## src/rtl/mul_seq.sv

```systemverilog
// Sequential radix-2 shift-add multiplier with optional two's-complement operands.
// One multiply takes WIDTH shift-add steps, one sign-fix step and one done cycle.
module mul_seq #(
   parameter int WIDTH = 32
) (
   input  logic             clk,
   input  logic             reset,
   input  logic             start,
   input  logic             is_signed,
   input  logic [WIDTH-1:0] a,
   input  logic [WIDTH-1:0] b,
   output logic             busy,
   output logic             done,
   output logic [WIDTH-1:0] result_lo,
   output logic [WIDTH-1:0] result_hi
);

   localparam int CW = (WIDTH > 1) ? $clog2(WIDTH) : 1;

   typedef enum logic [1:0] {
      IDLE,
      CALC,
      FIX,
      DONE
   } stateT;

   stateT                state;
   stateT                nextState;
   logic [2*WIDTH-1:0]   accum;
   logic [2*WIDTH-1:0]   mcand;
   logic [2*WIDTH-1:0]   product;
   logic [WIDTH-1:0]     mplier;
   logic [WIDTH-1:0]     absA;
   logic [WIDTH-1:0]     absB;
   logic [CW-1:0]        count;
   logic                 negResult;
   logic                 lastStep;

   // Operand magnitudes. A negative signed operand is negated; the most
   // negative value negates to itself, which read as unsigned is exactly
   // 2^(WIDTH-1), so no special case is needed. The final product is the
   // accumulator, negated when the operand signs differed.
   always_comb begin
      absA     = (is_signed && a[WIDTH-1]) ? -a : a;
      absB     = (is_signed && b[WIDTH-1]) ? -b : b;
      lastStep = (count == CW'(WIDTH - 1));
      product  = negResult ? -accum : accum;
   end

   // State register; reset always wins over any pending start.
   always_ff @(posedge clk) begin
      if (reset) begin
         state <= IDLE;
      end else begin
         state <= nextState;
      end
   end

   // Next-state decode plus the status outputs, which depend only on the
   // current state. start is looked at only in IDLE, so a held start simply
   // relaunches once the previous result has been presented.
   always_comb begin
      nextState = state;
      busy      = 1'b0;
      done      = 1'b0;
      case (state)
         IDLE: begin
            if (start) begin
               nextState = CALC;
            end
         end
         CALC: begin
            busy = 1'b1;
            if (lastStep) begin
               nextState = FIX;
            end
         end
         FIX: begin
            busy      = 1'b1;
            nextState = DONE;
         end
         DONE: begin
            done      = 1'b1;
            nextState = IDLE;
         end
         default: begin
            nextState = IDLE;
         end
      endcase
   end

   // Datapath. Operands are captured as magnitudes at the start edge so later
   // input changes cannot disturb the running multiply. Each CALC cycle adds
   // the shifted multiplicand when the current multiplier bit is set. The
   // result registers are written only in FIX, so they hold the previous
   // product for the whole of the next operation.
   always_ff @(posedge clk) begin
      if (reset) begin
         accum     <= '0;
         mcand     <= '0;
         mplier    <= '0;
         count     <= '0;
         negResult <= 1'b0;
         result_lo <= '0;
         result_hi <= '0;
      end else begin
         case (state)
            IDLE: begin
               if (start) begin
                  mcand     <= {{WIDTH{1'b0}}, absA};
                  mplier    <= absB;
                  negResult <= (a[WIDTH-1] ^ b[WIDTH-1]) & is_signed;
                  accum     <= '0;
                  count     <= '0;
               end
            end
            CALC: begin
               if (mplier[0]) begin
                  accum <= accum + mcand;
               end
               mcand  <= mcand << 1;
               mplier <= mplier >> 1;
               count  <= count + 1'b1;
            end
            FIX: begin
               result_lo <= product[WIDTH-1:0];
               result_hi <= product[2*WIDTH-1:WIDTH];
            end
            default: begin
            end
         endcase
      end
   end

endmodule

```

## config.mk

```make
export PLATFORM = sky130hd
export DESIGN_NAME = mul_seq
export DESIGN_NICKNAME = d
export VERILOG_FILES = /design/src/rtl/mul_seq.sv
export SDC_FILE = /design/constraint.sdc
export NUM_CORES = 1
export LEC_CHECK = 0
export BUFFER_PORTS_ARGS = -buffer_cell sky130_fd_sc_hd__buf_2
export CAP_MARGIN = 0
export CORE_MARGIN = 2
export CORE_UTILIZATION = 40
export DETAILED_ROUTE_END_ITERATION = 8
export MAX_ROUTING_LAYER = met4
export PLACE_DENSITY = 0.59
export SLEW_MARGIN = 20
export SYNTH_ARGS = -nofsm -noshare
export SYNTH_HDL_FRONTEND = slang
export SYNTH_SLANG_ARGS = --single-unit
```

## constraint.sdc

```tcl
create_clock -name clk -period 7.3 [get_ports clk]
set_input_delay 1.095 -clock clk [delete_from_list [all_inputs] [get_ports clk]]
set_output_delay 1.095 -clock clk [all_outputs]
set_load 0.01 [all_outputs]
```

Yosys cells after proc, flatten, opt, wreduce, memory -nomap -nowiden

Cells that the tools add are included.
Widths: inputs -> output; s select.

Bits in registers: 232
Input bits: 68
Output and inout bits: 66
Word-level logic and storage cells: 48

Add/sub/neg operators: 5
Equal/unequal tests: 7
Multiplexer cells: 17
Bitwise operators: 2
Reduce and logical (&&, ||, !) cells: 9

Operators with widths:

| cell                | count |
|---|---|
| $mux 64             | 4 |
| $pmux 64 s2         | 2 |
| $mux 32             | 3 |
| $add 64x64->64      | 1 |
| $neg 32->32         | 2 |
| $neg 64->64         | 1 |
| $pmux 32 s2         | 1 |
| $pmux 5 s2          | 1 |
| $pmux 2 s4          | 1 |
| $ne 2x2->1 const B  | 3 |
| $reduce_and 2->1    | 3 |
| $add 5x1->5 const B | 1 |
| $eq 5x5->1 const B  | 1 |
| $mux 5              | 1 |
| $eq 2x2->1 const B  | 2 |
| $mux 2              | 2 |
| $reduce_and 3->1    | 1 |
| $eq 2x1->1 const B  | 1 |
| $logic_and 1x1->1   | 2 |
| $logic_not 2->1     | 1 |
| $mux 1              | 2 |
| $reduce_bool 2->1   | 1 |
| $reduce_or 2->1     | 1 |
| $and 1x1->1         | 1 |
| $xor 1x1->1         | 1 |

Logic depth before layout (Yosys ltp)

Depth after elaboration: 4
Depth in mapped cells: 13
Gate-level depth less buffers: 13

Worst setup path after synthesis

OpenSTA, ideal clock, no wires.

Kind: input to register
Start point: in b[8]
End point: reg mplier[30]
Library setup time: 0.132 ns
Data arrival time: 3.519 ns
Required time: 7.168 ns
Slack: 3.649 ns
Cell stages on the path: 10
Path buffers: 0
Cells stage by stage: or4_1 > or4_1 > nor3_1 > nand2_1 > or3_1 > o41ai_1 > xor2_1 > nand2_1 > o211ai_1 > a21oi_1

Longest elaborated chain between the ends: 4

RTL lines:

| item                 | line | RTL |
|---|---|---|
| start, declared      | 11   | `input logic [WIDTH-1:0] b,` |
| $neg 32->32          | 45   | `absB = (is_signed && b[WIDTH-1]) ? -b : b;` |
| $mux 32              | 45   |  |
| $mux 32              | 109  | `if (start) begin` |
| $pmux 32 s2          | 107  | `case (state)` |
| end signal, assigned | 111  | `mplier <= absB;` |
| end signal, assigned | 122  | `mplier <= mplier >> 1;` |
| end, declared        | 32   | `logic [WIDTH-1:0] mplier;` |

No other way between the ends. The select of a mux whose other input is x is not followed.
A chain may end at the register's enable or synchronous reset.

Worst setup path in the final report

Start point: reg accum[10]
End point: reg accum[63]

Longest elaborated chain between the ends: 3

RTL lines:

| item                   | line | RTL |
|---|---|---|
| start, declared        | 29   | `logic [2*WIDTH-1:0] accum;` |
| start signal, assigned | 119  | `accum <= accum + mcand;` |
| $add 64x64->64         | 119  |  |
| $mux 64                | 118  | `if (mplier[0]) begin` |
| $pmux 64 s2            | 107  |  |

No other way between the ends. The select of a mux whose other input is x is not followed.

==> run summary <==
The run finished with clean final reports. For this block, the routed nets add up to 43.17 mm of wire. Detailed routing placed a total of 2.704 mm of wire on met3. For the worst-skew pair, the clock arrives at the later sink with an insertion delay of 0.56 ns. The most instantiated flip-flop cell in the synthesis netlist was sky130_fd_sc_hd__dfxtp_1. The worst path meets setup with 3.315 ns of slack. The synthesized area per cell is 7.592 um2, and the final layout net count is 2161. The first global-routing pass estimated 69.09 mm of wire. The critical path startpoint category is a flip-flop.

Synthesis handed over a netlist of 1968 instances. Number of buffers inserted to repair setup after CTS: 0. The logs give 1019 for the number of DRC markers in iteration 0 and 0 for the total of max-cap violations.

For this run, design rule violations remaining after detail routing come to 0. The number of global-route vias before repair was 12820; the cts-stage hold buffer count was 0. The tools report the number of slew-limit violations in the final report as 0. The logs give 232 for the number of clock sinks seen by CTS and 134 for the number of primary I/O pins. In the final routing, the length of wire on met1 measures 22.18 mm. The maximum fanout encountered on the critical timing path was 7; the post-synthesis net count was 2110. The count of input and output buffers was 133.

In this run the static leakage power is 6.886 nW. The placed wire-length estimate came out at 32.20 mm. Summing every instance area after synthesis gives 14940 um2. The fill cell total of the finished layout was 3758; the total of endpoints with negative setup slack in the final report was 0.

Clock tree synthesis inserted a total of 28 buffers. The routed layout has 14100 vias. At the end of routability-driven placement, the weighted congestion stood at 0.9134. The final setup skew is 0.01816 ns, and the H-tree depth is 1. The floorplan step set the die height to 197.3 um.

Using the TritonRoute via totals, the vias-per-cell ratio works out to 5.620. In the final routed layout, each cell accounts on average for 17.21 um. Max-slew headroom at the worst pin: 36.28%. For the total negative slack for setup checks, the log shows 0 ns.

TritonCTS built the clock tree. In this run the clock root is driven by a sky130_fd_sc_hd__clkbuf_16. Static timing analysis puts the maximum clock frequency at 250.9 MHz. Prior to clock tree synthesis, the placed netlist has a worst setup slack of 3.154 ns. The number of enable-type register cells in the synthesized netlist was 0; the number of antenna-violating nets in the routed design was 0.

VDD sags by at most 0.2227 mV. The measured slew at the worst slew-check pin is 0.9557 ns, and the share of flip-flops with an asynchronous set or reset after synthesis is 0%. The sum of overflow across all layers after global routing is 0, and the largest net degree at the start of global routing is 118. Once the floorplan was initialized, standard cells occupied 40.71% of the core. Data on the critical path is required at its endpoint by 7.73 ns. The number of different library cells in the post-synthesis netlist is 72, and the relative area change from synthesis to final layout is 12.84%. The hold violation total from the final report was 0.

The number of standard-cell rows in the floorplan is 70. Measured along the x axis, the die boundary spans 197.3 um. STA classifies the critical path endpoint as a flip-flop.

The time the worst path needs with I/O delays and setup is 3.985 ns. The clock transition time at the flip-flop clock pins of the worst setup and hold paths works out to 0.06 ns. In this run the power density over the cells is 295.4 nW/um2.

Post-CTS repair changed the size of 0 cells. Signal routing reaches up to met4. Cells with a size suffix above 1 make up 11.13% of the layout.

The core region is 36700 um2. Wire segments on met2 add up to 17.69 mm in the final route. The critical path in this run is classified as reg2reg.

The run gives 0 as the total of warnings raised by yosys. Setup repair after global routing left no endpoint under its margin. STA puts the critical path data arrival time at 4.42 ns. The tools report the initial antenna violation count as 1.

The synthesized flop and latch total is 232, and the all-layer global routing usage is 22.35%. The sequential cell area fraction in the yosys report is 31.09%. The die covers 38910 um2. In the finished design, the share of the clock period the worst path needs comes to 54.59%. The longest clock path from root to sink contains 3 buffers. The worst hold path belongs to the class reg2reg. The first detailed-routing pass ran for 5 iterations.
## metrics by stage
stage / util (%) / hold WS [ns] / std cells / power [mW] / instance area (um2)
2_1_floorplan: - / 0.4312 / 1968 / 2.949 / 14940
5_1_grt: 45.94 / 0.4695 / 2509 / 5.309 / 16860
4_1_cts: 45.92 / 0.4509 / 2508 / 5.027 / 16850
3_3_place_gp: 43.13 / 0.4376 / 2457 / 3.446 / 15830
3_5_place_dp: 43.13 / 0.4432 / 2457 / 3.471 / 15830
6_report: 45.94 / 0.4509 / 2509 / 4.980 / 16860
## cells in the final DEF, fill, tap and decap left out, types with 29 or more instances in the layout
| cell | n |
|---|---|
| sky130_fd_sc_hd__nand2_1 | 275 |
| sky130_fd_sc_hd__nor2_1 | 234 |
| sky130_fd_sc_hd__dfxtp_1 | 231 |
| sky130_fd_sc_hd__a21oi_1 | 168 |
| sky130_fd_sc_hd__o21ai_0 | 140 |
| sky130_fd_sc_hd__buf_2 | 132 |
| sky130_fd_sc_hd__xor2_1 | 93 |
| sky130_fd_sc_hd__xnor2_1 | 80 |
| sky130_fd_sc_hd__ha_1 | 71 |
| sky130_fd_sc_hd__a22oi_1 | 58 |
| sky130_fd_sc_hd__a211oi_1 | 55 |
| sky130_fd_sc_hd__inv_1 | 39 |
| sky130_fd_sc_hd__nand4_1 | 31 |
| sky130_fd_sc_hd__clkbuf_16 | 29 |
## worst max-delay path, stage by stage, from the launching register on
cell	delay [ns]
sky130_fd_sc_hd__dfxtp_1	0.46
sky130_fd_sc_hd__ha_1	0.34
sky130_fd_sc_hd__and2_1	0.19
sky130_fd_sc_hd__a221o_1	0.35
sky130_fd_sc_hd__or2_2	0.32
sky130_fd_sc_hd__a32oi_1	0.27
sky130_fd_sc_hd__a2111oi_0	0.17
sky130_fd_sc_hd__buf_4	0.18
sky130_fd_sc_hd__o31ai_1	0.25
sky130_fd_sc_hd__a21oi_1	0.15
sky130_fd_sc_hd__a2111oi_0	0.80
sky130_fd_sc_hd__mux2i_1	0.28
sky130_fd_sc_hd__o211ai_1	0.10
## layer usage
metal	vias up	track usage, %
met2	408	31.74
met4	0	4.483
met1	6510	33.44
li1	7139	-
met3	43	3.124
met5	-	-
## path summary, 6_finish.rpt
check | endpoint | slack [ns] | start | depth (start not counted)
worst max-delay path | accum[63]$_SDFFE_PP0P_ | 3.31 | accum[10]$_SDFFE_PP0P_ | 12
worst min-delay path | mplier[26]$_SDFFE_PP0P_ | 0.45 | mplier[26]$_SDFFE_PP0P_ | 2
worst max register to register | accum[63]$_SDFFE_PP0P_ | 3.31 | accum[10]$_SDFFE_PP0P_ | 12
worst min register to register | mplier[26]$_SDFFE_PP0P_ | 0.45 | mplier[26]$_SDFFE_PP0P_ | 2
## cells in the mapped netlist, types with 13 or more instances
library cell | instances | area, um2
sky130_fd_sc_hd__a211oi_1 | 55 | 412.9
sky130_fd_sc_hd__a21o_1 | 26 | 195.2
sky130_fd_sc_hd__a21oi_1 | 168 | 840.8
sky130_fd_sc_hd__a22oi_1 | 58 | 435.4
sky130_fd_sc_hd__a31oi_1 | 14 | 87.58
sky130_fd_sc_hd__clkbuf_1 | 110 | 412.9
sky130_fd_sc_hd__dfxtp_1 | 232 | 4644
sky130_fd_sc_hd__ha_1 | 73 | 913.4
sky130_fd_sc_hd__inv_1 | 39 | 146.4
sky130_fd_sc_hd__mux2i_1 | 22 | 220.2
sky130_fd_sc_hd__nand2_1 | 275 | 1032
sky130_fd_sc_hd__nand3_1 | 19 | 95.09
sky130_fd_sc_hd__nand4_1 | 31 | 193.9
sky130_fd_sc_hd__nor2_1 | 234 | 878.3
sky130_fd_sc_hd__nor3_1 | 27 | 135.1
sky130_fd_sc_hd__o211ai_1 | 24 | 180.2
sky130_fd_sc_hd__o21a_1 | 13 | 97.59
sky130_fd_sc_hd__o21ai_0 | 140 | 700.7
sky130_fd_sc_hd__o21bai_1 | 18 | 135.1
sky130_fd_sc_hd__o31ai_1 | 25 | 187.7
sky130_fd_sc_hd__o41ai_1 | 14 | 122.6
sky130_fd_sc_hd__or3_1 | 13 | 81.33
sky130_fd_sc_hd__xnor2_1 | 80 | 700.7
sky130_fd_sc_hd__xor2_1 | 93 | 814.5
## sequential cells by signal (all words and copies together) (netlist names)
register	flops
mcand	64
result_hi	32
mplier	32
result_lo	32
accum	64
negResult	1
count	5
state	2
## cell families (layout without fill, tap and decap cells)
| family | after synthesis | in the layout | share of synthesized area (%) |
|---|---|---|---|
| and+or+nand+nor | 702 | 702 | 21.25 |
| AOI/OAI and AO/OA | 602 | 602 | 25.46 |
| adders and majority gates | 74 | 74 | 6.247 |
| DFF | 232 | 232 | 31.09 |
| other | 0 | 1 | 0 |
| muxes | 22 | 22 | 1.474 |
| xor gates and xnor gates | 173 | 173 | 10.14 |
| buffers and inverters | 163 | 235 | 4.346 |
## final cells by class
type                            count  area [um2]  area share (%)
Antenna cell                        1       2.502         0.01484
Clock buffer                       41       820.8           4.869
Clock inverter                     10       203.9           1.210
Inverter                           40       150.1          0.8906
Multi-Input combinational cell   1573        9692           57.49
Sequential cell                   232        4646           27.56
Tap cell                          468       585.6           3.473
Timing Repair Buffer              144       758.2           4.498
## power by group
part           internal (mW)  switching [mW]  leakage (nW)
sequential              1.50           0.170          1.88
combinational          0.589            1.18          4.50
clock                  0.986           0.551         0.502
total                   3.08            1.90          6.89
(Power assumes the default switching activity.)
